<file path="src/rtl/pipelined_adder_if.sv">
// rtl/pipelined_adder_if.sv - operand/result stream bundle for pipelined_adder
interface pipelined_adder_if #(
    parameter int WIDTH = 16
);
    logic             in_valid;
    logic             in_ready;
    logic [WIDTH-1:0] a;
    logic [WIDTH-1:0] b;
    logic             cin;
    logic             sub;
    logic             out_valid;
    logic             out_ready;
    logic [WIDTH-1:0] s;
    logic             cout;
    logic             ovf;
    logic             err;

    modport master (
        output in_valid, a, b, cin, sub, out_ready,
        input  in_ready, out_valid, s, cout, ovf, err
    );

    modport slave (
        input  in_valid, a, b, cin, sub, out_ready,
        output in_ready, out_valid, s, cout, ovf, err
    );
endinterface

</file>
<file path="src/rtl/pipelined_adder.sv">
// rtl/pipelined_adder.sv - STAGES-deep ripple-carry adder/subtractor, one CHUNK per clock, global stall
// Define PIPELINED_ADDER_DMR_EN to add a duplicate chunk adder per stage with a per-beat mismatch flag.
module pipelined_adder #(
    parameter int WIDTH  = 16,
    parameter int STAGES = 4
) (
    input  logic             clk,
    input  logic             rst,
    pipelined_adder_if.slave bus
);
    localparam int CHUNK = WIDTH / STAGES;

    logic advance;

    for (genvar k = 0; k < STAGES; k++) begin : g_stage
        localparam int LO   = k * CHUNK;
        localparam int IN_W = WIDTH - LO;
        localparam int DONE = LO + CHUNK;

        // a_in/b_in hold the operand bits from chunk k upward; chunk k sits at bit 0
        logic [IN_W-1:0] a_in;
        logic [IN_W-1:0] b_in;
        logic            c_in;
        logic            v_in;
        logic [CHUNK:0]  chunk_sum;
        logic [DONE-1:0] sum_d;
        logic [DONE-1:0] sum_q;
        logic            carry_q;
        logic            valid_q;

        if (k == 0) begin : g_src
            assign a_in  = bus.a;
            assign b_in  = bus.sub ? ~bus.b : bus.b;
            assign c_in  = bus.sub | bus.cin;
            assign v_in  = bus.in_valid;
            assign sum_d = chunk_sum[CHUNK-1:0];
        end else begin : g_src
            assign a_in  = g_stage[k-1].g_fwd.a_rem_q;
            assign b_in  = g_stage[k-1].g_fwd.b_rem_q;
            assign c_in  = g_stage[k-1].carry_q;
            assign v_in  = g_stage[k-1].valid_q;
            assign sum_d = {chunk_sum[CHUNK-1:0], g_stage[k-1].sum_q};
        end

        assign chunk_sum = {1'b0, a_in[CHUNK-1:0]} + {1'b0, b_in[CHUNK-1:0]}
                         + {{CHUNK{1'b0}}, c_in};

        always_ff @(posedge clk or posedge rst) begin
            if (rst) begin
                valid_q <= 1'b0;
                carry_q <= 1'b0;
                sum_q   <= '0;
            end else if (advance) begin
                valid_q <= v_in;
                carry_q <= chunk_sum[CHUNK];
                sum_q   <= sum_d;
            end
        end

        if (k < STAGES - 1) begin : g_fwd
            logic [IN_W-CHUNK-1:0] a_rem_q;
            logic [IN_W-CHUNK-1:0] b_rem_q;

            always_ff @(posedge clk or posedge rst) begin
                if (rst) begin
                    a_rem_q <= '0;
                    b_rem_q <= '0;
                end else if (advance) begin
                    a_rem_q <= a_in[IN_W-1:CHUNK];
                    b_rem_q <= b_in[IN_W-1:CHUNK];
                end
            end
        end else begin : g_last
            logic ovf_d;
            logic ovf_q;

            // carry into the MSB is a^b^s at that bit; compare with the carry out of it
            assign ovf_d = a_in[CHUNK-1] ^ b_in[CHUNK-1] ^ chunk_sum[CHUNK-1] ^ chunk_sum[CHUNK];

            always_ff @(posedge clk or posedge rst) begin
                if (rst) begin
                    ovf_q <= 1'b0;
                end else if (advance) begin
                    ovf_q <= ovf_d;
                end
            end
        end

`ifdef PIPELINED_ADDER_DMR_EN
        logic [CHUNK:0] dup_sum;
        logic           err_d;
        logic           err_q;

        assign dup_sum = {1'b0, a_in[CHUNK-1:0]} + {1'b0, b_in[CHUNK-1:0]}
                       + {{CHUNK{1'b0}}, c_in};

        if (k == 0) begin : g_err
            assign err_d = (dup_sum != chunk_sum);
        end else begin : g_err
            assign err_d = g_stage[k-1].err_q | (dup_sum != chunk_sum);
        end

        always_ff @(posedge clk or posedge rst) begin
            if (rst) begin
                err_q <= 1'b0;
            end else if (advance) begin
                err_q <= err_d;
            end
        end
`endif
    end

    assign advance       = !g_stage[STAGES-1].valid_q || bus.out_ready;
    assign bus.in_ready  = advance;
    assign bus.out_valid = g_stage[STAGES-1].valid_q;
    assign bus.s         = g_stage[STAGES-1].sum_q;
    assign bus.cout      = g_stage[STAGES-1].carry_q;
    assign bus.ovf       = g_stage[STAGES-1].g_last.ovf_q;
`ifdef PIPELINED_ADDER_DMR_EN
    assign bus.err       = g_stage[STAGES-1].err_q;
`else
    assign bus.err       = 1'b0;
`endif
endmodule
</file>
<file path="src/flat_wrapper.sv">
// flat-port wrapper written by rule: the top's interface ports become plain ports
module pipelined_adder_flat 
#(
    parameter int WIDTH  = 16,
    parameter int STAGES = 4
)
  (clk, rst, bus_in_valid, bus_a, bus_b, bus_cin, bus_sub, bus_out_ready, bus_in_ready, bus_out_valid, bus_s, bus_cout, bus_ovf, bus_err);
  pipelined_adder_if #(.WIDTH(WIDTH)) bus_i ();
  input  logic clk;
  input  logic rst;
  input wire logic [$bits(bus_i.in_valid)-1:0] bus_in_valid;
  input wire logic [$bits(bus_i.a)-1:0] bus_a;
  input wire logic [$bits(bus_i.b)-1:0] bus_b;
  input wire logic [$bits(bus_i.cin)-1:0] bus_cin;
  input wire logic [$bits(bus_i.sub)-1:0] bus_sub;
  input wire logic [$bits(bus_i.out_ready)-1:0] bus_out_ready;
  output wire logic [$bits(bus_i.in_ready)-1:0] bus_in_ready;
  output wire logic [$bits(bus_i.out_valid)-1:0] bus_out_valid;
  output wire logic [$bits(bus_i.s)-1:0] bus_s;
  output wire logic [$bits(bus_i.cout)-1:0] bus_cout;
  output wire logic [$bits(bus_i.ovf)-1:0] bus_ovf;
  output wire logic [$bits(bus_i.err)-1:0] bus_err;
  assign bus_i.in_valid = bus_in_valid;
  assign bus_i.a = bus_a;
  assign bus_i.b = bus_b;
  assign bus_i.cin = bus_cin;
  assign bus_i.sub = bus_sub;
  assign bus_i.out_ready = bus_out_ready;
  assign bus_in_ready = bus_i.in_ready;
  assign bus_out_valid = bus_i.out_valid;
  assign bus_s = bus_i.s;
  assign bus_cout = bus_i.cout;
  assign bus_ovf = bus_i.ovf;
  assign bus_err = bus_i.err;
  pipelined_adder #(.WIDTH(WIDTH), .STAGES(STAGES)) u_core (.clk(clk), .rst(rst), .bus(bus_i));
endmodule
</file>
<file path="config.mk">
export PLATFORM = sky130hd
export DESIGN_NAME = pipelined_adder_flat
export DESIGN_NICKNAME = d
export VERILOG_FILES = /design/src/rtl/pipelined_adder_if.sv /design/src/rtl/pipelined_adder.sv /design/src/flat_wrapper.sv
export SDC_FILE = /design/constraint.sdc
export NUM_CORES = 1
export LEC_CHECK = 0
export BUFFER_PORTS_ARGS = -buffer_cell sky130_fd_sc_hd__clkbuf_2
export CAP_MARGIN = 20
export CORE_MARGIN = 5
export CORE_UTILIZATION = 35
export DETAILED_ROUTE_END_ITERATION = 7
export PLACE_DENSITY = 0.56
export SLEW_MARGIN = 20
export SYNTH_ARGS = -nofsm -noshare
export SYNTH_HDL_FRONTEND = slang
export SYNTH_SLANG_ARGS = --single-unit
</file>
<file path="constraint.sdc">
create_clock -name clk -period 2.7 [get_ports clk]
set_input_delay 0.27 -clock clk [delete_from_list [all_inputs] [get_ports clk]]
set_output_delay 0.27 -clock clk [all_outputs]
set_load 0.05 [all_outputs]
</file>
==> flow_metrics.py, run 1 <==
metrics = {
    "logic_synthesis": {
        "ys_seq_area_share_pct": 56.5,
        "ys_ff_latch": 97,
        "ys_warn_count": 0,
        "synth_edf_count": 0,
        "synth_flop_cell": "dfrtp_1",
        "yosysTopAreaCellShare_pct": 56.5,
        "synth_top_cell_by_area": "dfrtp_1",
        "synth_cells": 454,
        "async_flop_share_pct": 100,
        "yosysUniqueCellTypes": 23,
        "avgSynthCellArea_um2": 9.46,
        "synth_fp_nets": 512,
        "yosys-top-cells-area": "dfrtp_1 57%, nand2_1 20%, fa_1 3.7%",
        "syn_area_um2": 4290,
    },
    "timing": {
        "rsz0062_at_grt": "false",
        "finalHoldViolCount": 0,
        "maxSlewViolCount": 0,
        "fin_crit_sh_pct": 72.7,
        "whs_ps": 125,
        "fin_crit_ps": 1960,
        "tns_ps": 0,
        "fmax_mhz": 509,
        "setup_violations": 0,
        "skew_ps": 6.27,
    },
    "grt": {
        "gr-total-overflow": 0,
        "antenna_found_initial": 0,
        "grt_max_degree": 108,
        "grt_pass1_wl_um": 14000,
        "grt_use_total_pct": 11.9,
        "grt_pass1_vias": 3069,
    },
    "place": {
        "place_area_um2": 4680,
        "portBuffers": 57,
        "dp_hpwl_um": 5290,
        "globalplace.congestion": 0.736,
    },
    "worst_setup_path": {
        "crit_required_ps": 2910,
        "r2r-start": "u_core.g_stage[2].g_fwd.b_rem_q[0]",
        "path_class": "reg -> reg",
        "cp_slowest_cell": "fa_1",
        "reg2reg_slack_ps": 740,
        "cp.buffers_inverters": 0,
        "crit_family": "adder cells",
        "worstPathArrival_ps": 2180,
        "reg2reg_to": "u_core.bus.ovf",
        "path_common_cell": "fa_1",
        "end_kind": "register",
        "critical-path-max-stage-delay_ps": 470,
        "crit_chain": "fa_1, fa_1, a21o_1, a21oi_2, xnor2_1, o21ai_1",
        "ff2ff_path_depth": 6,
        "cp-start-kind": "register",
        "cp_max_fo": 2,
    },
    "final_layout": {
        "multi_input_area_um2": 1680,
        "design_area_um2": 5010,
        "nNetsFinal": 562,
        "nFillCells": 1226,
        "regArea_um2": 2430,
        "drive_gt1_share_pct": 16.3,
        "area_delta_synth_final_pct": 16.6,
        "antenna_cells": 0,
    },
    "power": {
        "p_switching_mw": 2.42,
        "p_seq_share_pct": 40.1,
        "ir_worst_vdd_uv": 356,
        "p_clk_share_pct": 22.1,
        "leakage_nw": 2.62,
        "p_int_mw": 3.72,
        "p_sw_share_pct": 39.4,
        "cellPowerDensity_nw_per_um2": 1230,
        "combinationalPowerShare_pct": 37.8,
    },
    "routing": {
        "wirelength_um": 7930,
        "drt-vias-per-instance": 4.44,
        "final_antenna_net_count": 0,
        "drt_iter0_markers": 169,
        "dr.pass1.iters": 4,
        "vias": 2911,
        "wl_per_cell_um": 12.1,
        "drc": 0,
    },
    "clocking": {
        "clkLatencyLatePin_ps": 340,
        "htree_num_levels": 3,
        "cts_tree": "done",
        "ctsLongestPathBuffers": 2,
        "ctsRootBufferMaster": "clkbuf_16",
        "cts_buffers": 9,
        "ctsResizeCount": 0,
        "path_clk_slew_ps": 70,
        "cts_sinks": 97,
    },
    "hold_path": {
        "worst_hold_path_type": "in -> reg",
        "whs_endpoint": "u_core.g_stage[0].g_fwd.a_rem_q[6]",
        "hold_depth": 3,
        "holdCritStartpoint": "bus_a[10]",
    },
    "floorplanning": {
        "dieArea_um2": 14600,
        "die_h_um": 121,
        "num_rows": 40,
        "die_w_um": 121,
        "ios": 59,
        "core_area_um2": 12000,
        "initial_core_util_pct": 35.7,
    },
    "run_status": {
        "status": "finished clean",
    },
    "run": {
        "maxCapViolations": 0,
    },
}
==> worst register-to-register path: stages, from the launching register on <==
cell and delay (ps):
dfrtp_1 400, fa_1 470, fa_1 420, a21o_1 190, a21oi_2 170, xnor2_1 130, o21ai_1 70
==> registers in the layout (all words and copies together) (netlist names), 3 cells and up <==
register and flops:
u_core.g_stage.valid_q 3, u_core.g_stage.carry_q 3, u_core.g_stage.sum_q 24, u_core.g_stage.g_fwd.a_rem_q 24, u_core.g_stage.g_fwd.b_rem_q 24, u_core.bus.s 16
==> Yosys cell counts (all sizes together) (2+ instances only) <==
master  number
dfrtp       97
a21o         7
xnor2       15
a21oi       13
fa           8
nand2      228
xor2         9
nor2b        2
o21ai       23
ha          12
clkbuf       2
nor2         7
buf         22
inv          6
==> cells in the final DEF, fill, tap and decap left out <==
| master | instances |
|---|---|
| or2_2 | 1 |
| fa_1 | 8 |
| o21ai_0 | 18 |
| dlygate4sd3_1 | 1 |
| inv_2 | 1 |
| o21ai_1 | 5 |
| nand2b_1 | 1 |
| buf_12 | 3 |
| clkinvlp_4 | 3 |
| buf_4 | 2 |
| clkbuf_1 | 1 |
| inv_1 | 4 |
| a21o_1 | 7 |
| nor2_1 | 7 |
| a21oi_2 | 2 |
| xor2_1 | 9 |
| clkinv_4 | 2 |
| nor2b_4 | 1 |
| bufinv_16 | 2 |
| nand2_1 | 228 |
| dfrtp_1 | 97 |
| clkbuf_16 | 9 |
| conb_1 | 1 |
| a21oi_1 | 11 |
| ha_1 | 12 |
| clkbuf_2 | 57 |
| nor2b_1 | 1 |
| xnor2_1 | 15 |
==> kinds of logic (layout without fill, tap and decap cells) <==
| kind of cell | after synthesis | after routing | share of synthesized area, % |
|---|---|---|---|
| buffers and inverters | 30 | 85 | 4.37 |
| adder cells (fa/ha/maj) | 20 | 20 | 7.23 |
| AND/OR/NAND/NOR | 239 | 239 | 21.3 |
| XOR/XNOR | 24 | 24 | 4.90 |
| flip-flops | 97 | 97 | 56.5 |
| other | 1 | 1 | 0.0873 |
| AO/OA/AOI/OAI | 43 | 43 | 5.59 |
==> through the flow <==
step	setup WS, ps	instances	power, mW	util (%)
floorplan	522	454	4.34	-
global placement	650	639	4.80	38.9
detailed placement	617	639	4.86	38.9
CTS	727	656	6.24	41.7
global route	640	656	6.66	41.7
finish	736	656	6.14	41.7
==> power groups by stage <==
stage	Combinational (mW)	Sequential [mW]	Clock [mW]
floorplan	1.44	2.90	0
global placement	2.32	2.48	0
detailed placement	2.36	2.50	0
CTS	2.37	2.47	1.40
global route	2.65	2.55	1.46
finish	2.32	2.46	1.36
==> routing by layer <==
layer / GRT usage, % / wire, um
met5: 0 / 0
met4: 6.59 / 170
met3: 1.87 / 276
met2: 18.5 / 3470
met1: 15.9 / 4010
==> repair_timing <==
action,4_1_cts,5_1_grt
hold buffers,1,0
buffers inserted,0,0
hold endpoints to repair,10,0
==> worst max-delay path by stage <==
| stage | from | endpoint | slack (ps) | depth (start not counted) |
|---|---|---|---|---|
| finish | u_core.g_stage[2].g_fwd.b_rem_q[0] | u_core.bus.ovf | 740 | 6 |
| global route | u_core.g_stage[2].g_fwd.b_rem_q[0] | u_core.bus.ovf | 640 | 6 |
| CTS | u_core.g_stage[2].g_fwd.b_rem_q[0] | u_core.bus.ovf | 730 | 6 |
| detailed placement | bus_sub | u_core.g_stage[0].carry_q | 620 | 7 |
| global placement | bus_sub | u_core.g_stage[0].carry_q | 650 | 7 |
| floorplan | bus_sub | u_core.g_stage[0].carry_q | 520 | 8 |
==> final cells by class <==
cell class,count,area share [%]
Inverter,6,0.525
Multi-Input combinational cell,327,33.5
Clock inverter,6,1.85
Sequential cell,97,48.5
Timing Repair Buffer,63,7.39
Clock buffer,10,4.57
Tap cell,147,3.67
(Power assumes the default switching activity.)
==> inputs of run 2 (changes only) <==
clock period = 1.78 ns   (was 2.7 ns; I/O delays follow)
==> flow_metrics.py, run 2 (synthesized netlist as in run 1, its figures left out) <==
metrics = {
    "timing": {
        "worst_slack_ps": -48.5,
        "whs_ps": 44.3,
        "finalHoldViolCount": 0,
        "maxSlewViolCount": 0,
        "fin_crit_sh_pct": 103,
        "tightest_slew_ps": 565,
        "fmax_mhz": 547,
        "tns_ps": -60.3,
        "fin_crit_ps": 1830,
        "skew_ps": 5.16,
        "rsz0062_at_grt": "true",
        "setup_violations": 3,
        "relSlewSlack_pct": 62.3,
    },
    "routing": {
        "drt_iter0_markers": 163,
        "wirelength_um": 8330,
        "dr.pass1.iters": 4,
        "drc": 0,
        "drt-vias-per-instance": 4.54,
        "wl_per_cell_um": 12.5,
        "final_antenna_net_count": 0,
        "vias": 3016,
    },
    "grt": {
        "antenna_found_initial": 0,
        "grt_pass1_wl_um": 14500,
        "grt_pass1_vias": 3080,
        "gr-total-overflow": 0,
        "grt_max_degree": 89,
        "grt_use_total_pct": 12.1,
    },
    "power": {
        "p_sw_share_pct": 39.2,
        "ir_worst_vdd_uv": 574,
        "cellPowerDensity_nw_per_um2": 1870,
        "p_int_mw": 5.82,
        "p_switching_mw": 3.75,
        "p_seq_share_pct": 39.5,
        "power_mw": 9.56,
        "combinationalPowerShare_pct": 39.3,
        "leakage_nw": 2.67,
        "p_clk_share_pct": 21.2,
    },
    "floorplanning": {
        "ios": 59,
        "die_w_um": 121,
        "dieArea_um2": 14600,
        "num_rows": 40,
        "initial_core_util_pct": 35.7,
        "die_h_um": 121,
        "core_area_um2": 12000,
    },
    "final_layout": {
        "drive_gt1_share_pct": 19.1,
        "final_cell_mix": "228 x nand2_1, 97 x dfrtp_1, 56 x clkbuf_2, 17 x o21ai_0, 15 x xnor2_1",
        "mostFrequentLayoutCell": "nand2_1",
        "reg.largest.list": "u_core.g_stage.g_fwd.a_rem_q: 24 flops, u_core.g_stage.g_fwd.b_rem_q: 24 flops, u_core.g_stage.sum_q: 24 flops",
        "antenna_cells": 0,
        "area_delta_synth_final_pct": 19.3,
        "nNetsFinal": 570,
        "nFillCells": 1236,
    },
    "clocking": {
        "htree_num_levels": 3,
        "clkLatencyLatePin_ps": 330,
        "cts_sinks": 97,
        "cts_buffers": 9,
        "ctsRootBufferMaster": "clkbuf_16",
        "cts_tree": "done",
        "path_clk_slew_ps": 60,
        "ctsLongestPathBuffers": 2,
    },
    "worst_setup_path": {
        "reg2reg_to": "u_core.bus.ovf",
        "cp_max_fo": 2,
        "startpoint": "u_core.g_stage[2].carry_q",
        "reg2reg_slack_ps": -50,
        "end_kind": "register",
        "path_class": "reg -> reg",
        "r2r-start": "u_core.g_stage[2].carry_q",
        "setup.worst_path.end": "u_core.bus.ovf",
        "cp-start-kind": "register",
        "worstPathArrival_ps": 2040,
        "crit_required_ps": 1990,
        "ff2ff_path_depth": 6,
    },
    "hold_path": {
        "worst_hold_path_type": "in -> reg",
    },
    "run": {
        "maxCapViolations": 0,
    },
    "place": {
        "globalplace.congestion": 0.744,
        "dp_hpwl_um": 5860,
        "portBuffers": 57,
    },
    "run_status": {
        "status": "finished with violations",
        "violations": "negative setup slack",
    },
}
## run 2: changes by cell type in the layout (fill, tap and decap cells not counted), sizes merged
cell / previous run / this run
clkinv: 2 / 1
buf: 5 / 14
clkinvlp: 3 / 2
bufinv: 2 / 1
clkbuf: 67 / 69
## run 2: metal layers
layer / part of all wire (%) / GRT usage, % / wire [um]
met2: 47 / 19.1 / 3910
met1: 49 / 16.8 / 4050
met5: 0 / 0 / 0
met4: 0.86 / 3.61 / 72
met3: 3.6 / 2.67 / 303
## run 2: metrics by stage
| stage | setup slack, ps | cell area (um2) | cells | util, % |
|---|---|---|---|---|
| detailed placement | -72.4 | 4750 | 644 | 39.6 |
| finish | -48.5 | 5120 | 664 | 42.6 |
| global placement | -41.1 | 4750 | 644 | 39.6 |
| global route | -97.2 | 5120 | 664 | 42.6 |
| CTS | -54.0 | 5100 | 662 | 42.5 |
| floorplan | -147 | 4330 | 454 | - |
## run 2: how the worst min path moves through the flow
stage | startpoint | to | slack, ps | cells past startpoint
detailed placement | rst | u_core.g_stage[1].valid_q | 260 | 2
global route | bus_a[7] | u_core.g_stage[0].g_fwd.a_rem_q[3] | 50 | 3
global placement | rst | u_core.g_stage[1].valid_q | 250 | 2
floorplan | bus_a[4] | u_core.g_stage[0].g_fwd.a_rem_q[0] | 290 | 2
CTS | bus_a[8] | u_core.g_stage[0].g_fwd.a_rem_q[4] | 40 | 3
finish | bus_a[8] | u_core.g_stage[0].g_fwd.a_rem_q[4] | 40 | 3
## run 2: worst max-delay path, cell delays in order, from the launching register on
cell and delay [ps]:
dfrtp_1 400, fa_2 420, fa_2 350, a21o_1 170, a21oi_2 160, xnor2_1 130
o21ai_1 70
## run 2: area by class of cell
class	count	area (um2)	share of cell area [%]
Clock buffer	13	280	5.47
Clock inverter	3	46.3	0.904
Inverter	6	26.3	0.513
Multi-Input combinational cell	327	1700	33.2
Sequential cell	97	2430	47.4
Tap cell	147	184	3.59
Timing Repair Buffer	71	458	8.94
## run 2: power by group through the flow
stage	clock (mW)	sequential [mW]	combinational, mW
CTS	2.08	3.78	3.77
global placement	0	3.78	3.64
detailed placement	0	3.82	3.72
global route	2.16	3.90	4.25
floorplan	0	4.40	2.20
finish	2.03	3.77	3.76
## run 2: repair_timing
item / 4_1_cts / 5_1_grt
pin swaps: 3 / 1
resized for setup: 1 / 2
setup endpoints to repair: 2 / 4
endpoints found under the hold margin: 21 / 0
hold buffers: 1 / 0
gates cloned: 0 / 0
buffers inserted: 1 / 2
==> inputs of run 3 (changes only) <==
ABC_AREA = 1   (was unset)
clock period = 1.5 ns   (was 1.78 ns; I/O delays follow)
==> flow_metrics.py, run 3 <==
metrics = {
    "worst_setup_path": {
        "cp_max_fo": 3,
        "path_common_cell": "nand2_1",
        "ff2ff_path_depth": 8,
        "reg2reg_slack_ps": -210,
        "crit_chain": "fa_2, fa_2, nand2_2, nand2_1, nand2_1, nand2_1, nand3_1, nand2_1",
        "worstPathArrival_ps": 1940,
        "critical-path-max-stage-delay_ps": 430,
        "startpoint": "u_core.g_stage[2].g_fwd.b_rem_q[0]",
        "reg2reg_to": "u_core.bus.ovf",
        "cp-start-kind": "register",
        "end_kind": "register",
        "path_class": "reg -> reg",
        "cp.buffers_inverters": 0,
        "cp_slowest_cell": "fa_2",
        "r2r-start": "u_core.g_stage[2].g_fwd.b_rem_q[0]",
        "crit_family": "adder cells",
        "crit_required_ps": 1720,
    },
    "routing": {
        "vias": 3162,
        "drt-vias-per-instance": 4.36,
        "final_antenna_net_count": 0,
        "drc": 0,
        "wl_per_cell_um": 11.7,
        "drt_iter0_markers": 153,
        "wirelength_um": 8510,
        "dr.pass1.iters": 4,
    },
    "logic_synthesis": {
        "synth_flop_cell": "dfrtp_1",
        "ys_warn_count": 0,
        "syn_area_um2": 4350,
        "async_flop_share_pct": 100,
        "yosysMostFrequentCell": "nand2_1",
        "synth_common_cells": "249 x nand2_1, 97 x dfrtp_1, 27 x o21ai_0",
        "synth_fp_nets": 545,
        "yosysUniqueCellTypes": 21,
        "synth_top_cell_by_area": "dfrtp_1",
        "synth_edf_count": 0,
        "yosysTopAreaCellShare_pct": 55.9,
        "ys_ff_latch": 97,
        "synth_cells": 487,
        "avgSynthCellArea_um2": 8.92,
        "ys_seq_area_share_pct": 55.9,
        "yosys-top-cells-area": "dfrtp_1 56%, nand2_1 22%, fa_1 3.7%",
    },
    "timing": {
        "rsz0062_at_grt": "true",
        "fin_crit_ps": 1710,
        "worst_slack_ps": -212,
        "fmax_mhz": 584,
        "fin_crit_sh_pct": 114,
        "maxSlewViolCount": 0,
        "finalHoldViolCount": 0,
        "tightest_slew_ps": 510,
        "relSlewSlack_pct": 66.0,
        "setup_violations": 10,
        "whs_ps": 11.5,
        "skew_ps": 4.78,
    },
    "grt": {
        "grt_max_degree": 98,
        "grt_pass1_wl_um": 15000,
        "grt_use_total_pct": 12.6,
        "antenna_found_initial": 0,
        "grt_pass1_vias": 3238,
        "gr-total-overflow": 0,
    },
    "floorplanning": {
        "ios": 59,
        "initial_core_util_pct": 35.9,
        "die_w_um": 121,
        "num_rows": 40,
        "dieArea_um2": 14700,
        "core_area_um2": 12100,
        "die_h_um": 121,
    },
    "place": {
        "globalplace.congestion": 0.725,
        "portBuffers": 57,
        "pre_cts_slack_ps": -259,
        "dp_hpwl_um": 5840,
    },
    "clocking": {
        "clkLatencyLatePin_ps": 330,
        "ctsRootBufferMaster": "clkbuf_16",
        "cts_buffers": 9,
        "cts_tree": "done",
        "htree_num_levels": 3,
        "ctsLongestPathBuffers": 2,
        "cts_sinks": 97,
        "path_clk_slew_ps": 60,
    },
    "hold_path": {
        "whs_endpoint": "u_core.g_stage[0].g_fwd.a_rem_q[3]",
        "worst_hold_path_type": "in -> reg",
        "hold_depth": 3,
        "holdCritStartpoint": "bus_a[7]",
    },
    "power": {
        "cellPowerDensity_nw_per_um2": 2190,
        "ir_worst_vdd_uv": 640,
        "leakage_nw": 2.75,
        "power_mw": 11.6,
    },
    "final_layout": {
        "final_cell_mix": "246 x nand2_1, 97 x dfrtp_1, 56 x clkbuf_2, 18 x o21ai_0",
        "area_delta_synth_final_pct": 22.3,
        "multi_input_area_um2": 1790,
        "drive_gt1_share_pct": 20.8,
        "mostFrequentLayoutCell": "nand2_1",
        "fin_util_pct": 43.9,
        "regArea_um2": 2430,
        "nFillCells": 1261,
        "nNetsFinal": 611,
        "reg.largest.list": "u_core.g_stage.g_fwd.a_rem_q: 24 flops, u_core.g_stage.g_fwd.b_rem_q: 24 flops, u_core.g_stage.sum_q: 24 flops",
        "antenna_cells": 0,
    },
    "run_status": {
        "violations": "negative setup slack",
        "status": "finished with violations",
    },
    "run": {
        "maxCapViolations": 0,
    },
}
==> run 3: cell types whose count changed after synthesis, moves of 4 or more <==
cell     before  now
o21ai_1       5    0
nor2_1        7   11
buf_2        12   16
nand2_1     228  249
nand3_1       0   12
inv_1         5   16
o21ai_0      18   27
a21oi_1      11    6
a21o_1        7    0
xor2_1        9    4
==> run 3: area by class of cell <==
cell class / count / area share [%]
Inverter: 16 / 1.25
Clock buffer: 13 / 4.90
Clock inverter: 2 / 0.706
Multi-Input combinational cell: 350 / 33.7
Timing Repair Buffer: 79 / 9.81
Tap cell: 168 / 3.95
Sequential cell: 97 / 45.7
==> run 3: through the flow <==
| step | instances | setup TNS, ps | area, um2 |
|---|---|---|---|
| CTS | 722 | -727 | 5240 |
| floorplan | 487 | -979 | 4380 |
| global placement | 699 | -1010 | 4850 |
| detailed placement | 699 | -1380 | 4850 |
| global route | 725 | -1550 | 5320 |
| finish | 725 | -876 | 5320 |
==> run 3: timing repair <==
action	in CTS	in global routing
endpoints found under the hold margin	99	0
endpoints found under the setup margin	11	12
gates resized for setup	15	15
gates cloned	0	0
setup buffers	5	3
pin swaps	5	10
hold buffers	3	0
==> run 3: cell families (layout without fill, tap and decap cells) <==
logic type	Yosys count	in the layout	synth area share [%]
compound gates	35	35	4.12
xor+xnor	16	16	3.22
fa+ha+maj	20	20	7.14
buf+inv	40	110	4.78
flops	97	97	55.9
other cells	1	1	0.0863
simple gates	278	278	24.8
==> run 3: worst reg2reg max path, stage by stage (launching register included) <==
cell,delay [ps]
dfrtp_1,400
fa_2,430
fa_2,380
nand2_2,80
nand2_1,50
nand2_1,70
nand2_1,50
nand3_1,70
nand2_1,50
==> run 3: power breakdown <==
part	switching, mW	total [mW]	internal [mW]
clock network	0.900	2.28	1.37
registers	0.678	4.46	3.78
logic	3.10	4.90	1.80
==> run 3: routing by layer <==
metal,wire [um],global-route usage (%),vias up
met2,4050,20.7,48
li1,-,-,1636
met4,159,5.25,0
met3,280,2.47,10
met1,4020,16.3,1468
met5,0,0,-
==> run 3: worst max path at each step <==
stage	endpoint	cells after the start
5_1_grt	u_core.bus.ovf	8
6_report	u_core.bus.ovf	8
4_1_cts	u_core.bus.ovf	8
3_5_place_dp	u_core.g_stage[0].carry_q	8
3_3_place_gp	u_core.g_stage[0].carry_q	8
2_1_floorplan	u_core.g_stage[0].carry_q	9
